## src/rtl/alu_ctrl_stage.sv

```systemverilog
// rtl/alu_ctrl_stage.sv - ALU control decode with two-entry skid output stage (optional illegal flag: ALU_CTRL_ILLEGAL_EN)
module alu_ctrl_stage (
  input  logic       clk,
  input  logic       reset,
  input  logic [6:0] opcode,
  input  logic [2:0] funct3,
  input  logic [6:0] funct7,
  input  logic       in_valid,
  output logic       in_ready,
  input  logic       flush,
  output logic       out_valid,
  input  logic       out_ready,
  output logic [3:0] Operation,
  output logic       illegal
);

  localparam logic [3:0] OP_AND = 4'b0000;
  localparam logic [3:0] OP_OR  = 4'b0001;
  localparam logic [3:0] OP_ADD = 4'b0010;
  localparam logic [3:0] OP_SUB = 4'b0011;
  localparam logic [3:0] OP_XOR = 4'b0100;
  localparam logic [3:0] OP_SRL = 4'b0101;
  localparam logic [3:0] OP_SRA = 4'b0110;
  localparam logic [3:0] OP_SLL = 4'b0111;
  localparam logic [3:0] OP_SLT = 4'b1000;
  localparam logic [3:0] OP_BEQ = 4'b1001;
  localparam logic [3:0] OP_BNE = 4'b1010;
  localparam logic [3:0] OP_BGE = 4'b1011;
  localparam logic [3:0] OP_JAL = 4'b1111;

`ifdef ALU_CTRL_ILLEGAL_EN
  localparam logic ILL_EN = 1'b1;
`else
  localparam logic ILL_EN = 1'b0;
`endif

  logic [3:0] dec_op;
  logic       dec_ill;
  logic       is_itype;
  logic       f7_zero;
  logic       f7_alt;
  logic       base_ok;

  logic       main_valid;
  logic [3:0] main_op;
  logic       main_ill;
  logic       skid_valid;
  logic [3:0] skid_op;
  logic       skid_ill;

  logic       accept;
  logic       drain;

  assign is_itype = (opcode == 7'b0010011);
  assign f7_zero  = (funct7 == 7'b0000000);
  assign f7_alt   = (funct7 == 7'b0100000);
  // I-type ALU ops carry an immediate in funct7, so only R-type constrains it
  assign base_ok  = is_itype || f7_zero;

  assign accept    = in_valid && in_ready;
  assign drain     = main_valid && out_ready;
  assign in_ready  = ~skid_valid;
  assign out_valid = main_valid;
  assign Operation = main_op;
  assign illegal   = main_ill;

  // Decode the instruction fields into an ALU operation; unsupported encodings give 0000
  always_comb begin
    dec_op  = OP_AND;
    dec_ill = 1'b1;
    case (opcode)
      7'b0110011, 7'b0010011: begin
        case (funct3)
          3'b000: begin
            if (base_ok) begin
              dec_op  = OP_ADD;
              dec_ill = 1'b0;
            end else if (f7_alt) begin
              dec_op  = OP_SUB;
              dec_ill = 1'b0;
            end
          end
          3'b111: begin
            dec_op  = OP_AND;
            dec_ill = !base_ok;
          end
          3'b110: begin
            dec_op  = base_ok ? OP_OR : OP_AND;
            dec_ill = !base_ok;
          end
          3'b100: begin
            dec_op  = base_ok ? OP_XOR : OP_AND;
            dec_ill = !base_ok;
          end
          3'b010: begin
            dec_op  = base_ok ? OP_SLT : OP_AND;
            dec_ill = !base_ok;
          end
          3'b001: begin
            dec_op  = f7_zero ? OP_SLL : OP_AND;
            dec_ill = !f7_zero;
          end
          3'b101: begin
            if (f7_zero) begin
              dec_op  = OP_SRL;
              dec_ill = 1'b0;
            end else if (f7_alt) begin
              dec_op  = OP_SRA;
              dec_ill = 1'b0;
            end
          end
          default: ;
        endcase
      end
      7'b0000011, 7'b0100011, 7'b1100111: begin
        dec_op  = OP_ADD;
        dec_ill = 1'b0;
      end
      7'b1100011: begin
        case (funct3)
          3'b000: begin
            dec_op  = OP_BEQ;
            dec_ill = 1'b0;
          end
          3'b001: begin
            dec_op  = OP_BNE;
            dec_ill = 1'b0;
          end
          3'b100: begin
            dec_op  = OP_SLT;
            dec_ill = 1'b0;
          end
          3'b101: begin
            dec_op  = OP_BGE;
            dec_ill = 1'b0;
          end
          default: ;
        endcase
      end
      7'b1101111: begin
        dec_op  = OP_JAL;
        dec_ill = 1'b0;
      end
      default: ;
    endcase
  end

  // Skid buffer: main drives the outputs, skid absorbs one entry while main is stalled
  always_ff @(posedge clk) begin
    if (reset || flush) begin
      main_valid <= 1'b0;
      main_op    <= OP_AND;
      main_ill   <= 1'b0;
      skid_valid <= 1'b0;
      skid_op    <= OP_AND;
      skid_ill   <= 1'b0;
    end else if (drain) begin
      if (skid_valid) begin
        main_op    <= skid_op;
        main_ill   <= skid_ill;
        skid_valid <= 1'b0;
      end else if (accept) begin
        main_op  <= dec_op;
        main_ill <= dec_ill & ILL_EN;
      end else begin
        main_valid <= 1'b0;
      end
    end else if (accept) begin
      if (main_valid) begin
        skid_valid <= 1'b1;
        skid_op    <= dec_op;
        skid_ill   <= dec_ill & ILL_EN;
      end else begin
        main_valid <= 1'b1;
        main_op    <= dec_op;
        main_ill   <= dec_ill & ILL_EN;
      end
    end
  end

endmodule

```

## config.mk

```make
export PLATFORM = sky130hd
export DESIGN_NAME = alu_ctrl_stage
export DESIGN_NICKNAME = d
export VERILOG_FILES = /design/src/rtl/alu_ctrl_stage.sv
export SDC_FILE = /design/constraint.sdc
export NUM_CORES = 1
export LEC_CHECK = 0
export CORE_UTILIZATION = 35
export CTS_CLUSTER_SIZE = 8
export DETAILED_ROUTE_END_ITERATION = 12
export GPL_TIMING_DRIVEN = 0
export PLACE_DENSITY = 0.67
export RECOVER_POWER = 50
export SLEW_MARGIN = 20
export SYNTH_ARGS = -nofsm -noshare
export SYNTH_HDL_FRONTEND = slang
export SYNTH_SLANG_ARGS = --single-unit
```

## constraint.sdc

```tcl
create_clock -name clk -period 1.5 [get_ports clk]
set_input_delay 0.225 -clock clk [delete_from_list [all_inputs] [get_ports clk]]
set_output_delay 0.225 -clock clk [all_outputs]
set_load 0.02 [all_outputs]
```

==> out/results.tsv <==
metric	value	unit
routed_wirelength	1970	µm
syn-cell-area	698	µm²
crit_path_top_delay_cell	clkdlybuf4s50_1	
endpoint_kind	primary output	
wire_per_inst	12.6	µm
port_buffers	27	
clock_latency	0.27	ns
required	1.27	ns
start_kind	flip-flop	
whs	0.363	ns
crit_chain	clkdlybuf4s50_1	
setup_ws	0.0629	ns
num_antenna_cells	0	
vias	829	
synth_top_area_share	28.7	%
synth_ff_type	dfxtp_1	
grt_pass1_vias	719	
postSynthCellCount	95	
pre_cts_ws	-0.490	ns
dr.pass1.iters	4	
cts_hold_buffers	0	
yosysMostFrequentCell	a21oi_1	
seq_area_frac_synth	28.7	%
cpPeakStageDelay	0.61	ns
yosysWarnings	0	
power_density	573	nW/µm²
gp_congestion	0.723	
nFillCells	157	
crit_family	buffers and inverters	
ys_ff_latch	10	
synth_common_cells	a21oi_1 (13), nand2_1 (11), nor2_1 (11)	
avgSynthCellArea	7.35	µm²
cap_violations	0	
htreeDepth	1	
drc	0	
clock-sinks	10	
ant_nets	0	
die_x	46.7	µm
synth.top_cells.by_area	dfxtp_1 (29%), a21oi_1 (9.3%), nand2_1 (5.9%)	
overflow	0	
fin_nets	156	
fin_cells	157	
area.growth.synth_to_final	77.4	%
viasPerCell	5.28	
slew_violations	0	
cp.buffers_inverters	1	
hold_violations	0	
dp_hpwl	1390	µm
cts_tree	done	
finClkSkew	0.00721	ns
synth-edff-count	0	
chipHeight	46.7	µm
grt_pass1_wl	2880	µm
min_period	1.44	ns
critPathKind	reg -> out	
max_freq	696	MHz
grt_usage	18.7	%
p_leak	0.000539	µW
period_share	95.8	%
coreArea	1800	µm²
grt_max_degree	11	
rows	15	
initial_core_util	38.8	%
synth_cell_types	40	
async_flop_share	0	%
io_pins	29	
dieArea	2180	µm²
worstHoldPathType	in -> reg	
clockRootBuffer	clkbuf_4	
numCtsBuffers	3	
clockBufferDepth	2	
path_clk_slew	0.07	ns
vdd_drop_max	696	µV
drive_gt1_share	27.3	%
setup_viol	0	
yosys.area.top_type	dfxtp_1	
cp_data_arrival_time	1.21	ns
path_max_fanout	2	
dr.first_iter.drc_count	17	
antenna_found_initial	0	
totalPowerFinal	710	µW
synthesis.nets	118	
status	completed	
dp_cells	147	
-- flip-flops by register name, indices dropped and copies added, names as in the netlist --
register	cells
Operation	4
skid_op	4
out_valid	1
skid_valid	1
-- worst paths after layout --
check / startpoint / to / slack, ns / depth (start not counted)
max: Operation[1] / Operation[1] / 0.06 / 1
min reg2reg: Operation[3] / Operation[3] / 0.49 / 2
min: in_valid / skid_valid / 0.36 / 3
max reg2reg: skid_valid / Operation[3] / 0.09 / 8
-- where the power goes --
group,switching (µW),internal (µW)
Clock,93.9,147
Sequential,4.85,270
Combinational,93.0,101
Total,192,518
-- metrics by stage --
step,instance area [µm²],TNS [ns],util (%)
2_1_floorplan,703,0,-
5_1_grt,1240,-0.0483,68.8
3_5_place_dp,1000,-2.86,55.8
4_1_cts,1070,-0.00120,59.5
6_report,1240,0,68.8
3_3_place_gp,1000,-2.80,55.8
-- final cells by class --
| type | count | area (µm²) | area share, % |
|---|---|---|---|
| clock buffer | 4 | 36.3 | 2.93 |
| timing repair buffer | 33 | 330 | 26.7 |
| multi-input combinational | 78 | 601 | 48.5 |
| sequential | 10 | 208 | 16.8 |
| inverter | 5 | 21.3 | 1.72 |
| buffer | 2 | 11.3 | 0.909 |
| tap | 25 | 31.3 | 2.53 |
-- cells in the final DEF (no fill, tap or decap), types with 2 or more instances in the layout --
cell type	Yosys	routed
nand2_1	11	8
a21oi_1	13	11
nand2_2	0	3
nor2b_1	2	2
a21oi_2	0	2
o21ai_0	4	5
dfxtp_1	10	8
dlymetal6s2s_1	0	9
dlygate4sd2_1	0	6
inv_1	4	4
nor3_2	1	2
clkdlybuf4s50_1	0	11
nor4_4	0	2
clkbuf_4	0	3
dfxtp_4	0	2
and2_1	3	3
buf_4	1	7
o211ai_1	4	4
nor2_1	11	10
-- logic make-up (layout without fill, tap and decap cells) --
kind of cell / after synthesis / after routing / share of synthesized area, %
AO/OA/AOI/OAI: 32 / 32 / 28.0
flip-flops: 10 / 10 / 28.7
buffers and inverters: 7 / 44 / 4.30
AND/OR/NAND/NOR: 43 / 43 / 35.5
XOR/XNOR: 1 / 1 / 1.25
adder cells (fa/ha/maj): 1 / 1 / 1.79
other: 1 / 1 / 0.537
-- routing by layer --
| layer | GRT usage [%] | vias up | part of all wire (%) |
|---|---|---|---|
| li1 | - | 420 | - |
| met1 | 23.0 | 385 | 44 |
| met2 | 31.7 | 24 | 49 |
| met3 | 7.45 | 0 | 6.9 |
| met4 | 1.71 | 0 | 0 |
| met5 | 0 | - | 0 |
-- repair_timing --
item / CTS / global route
endpoints found under the setup margin: 7 / 7
gates cloned: 0 / 0
pin swaps: 3 / 8
buffers inserted: 3 / 3
resized for setup: 11 / 31
(Power assumes the default switching activity.)
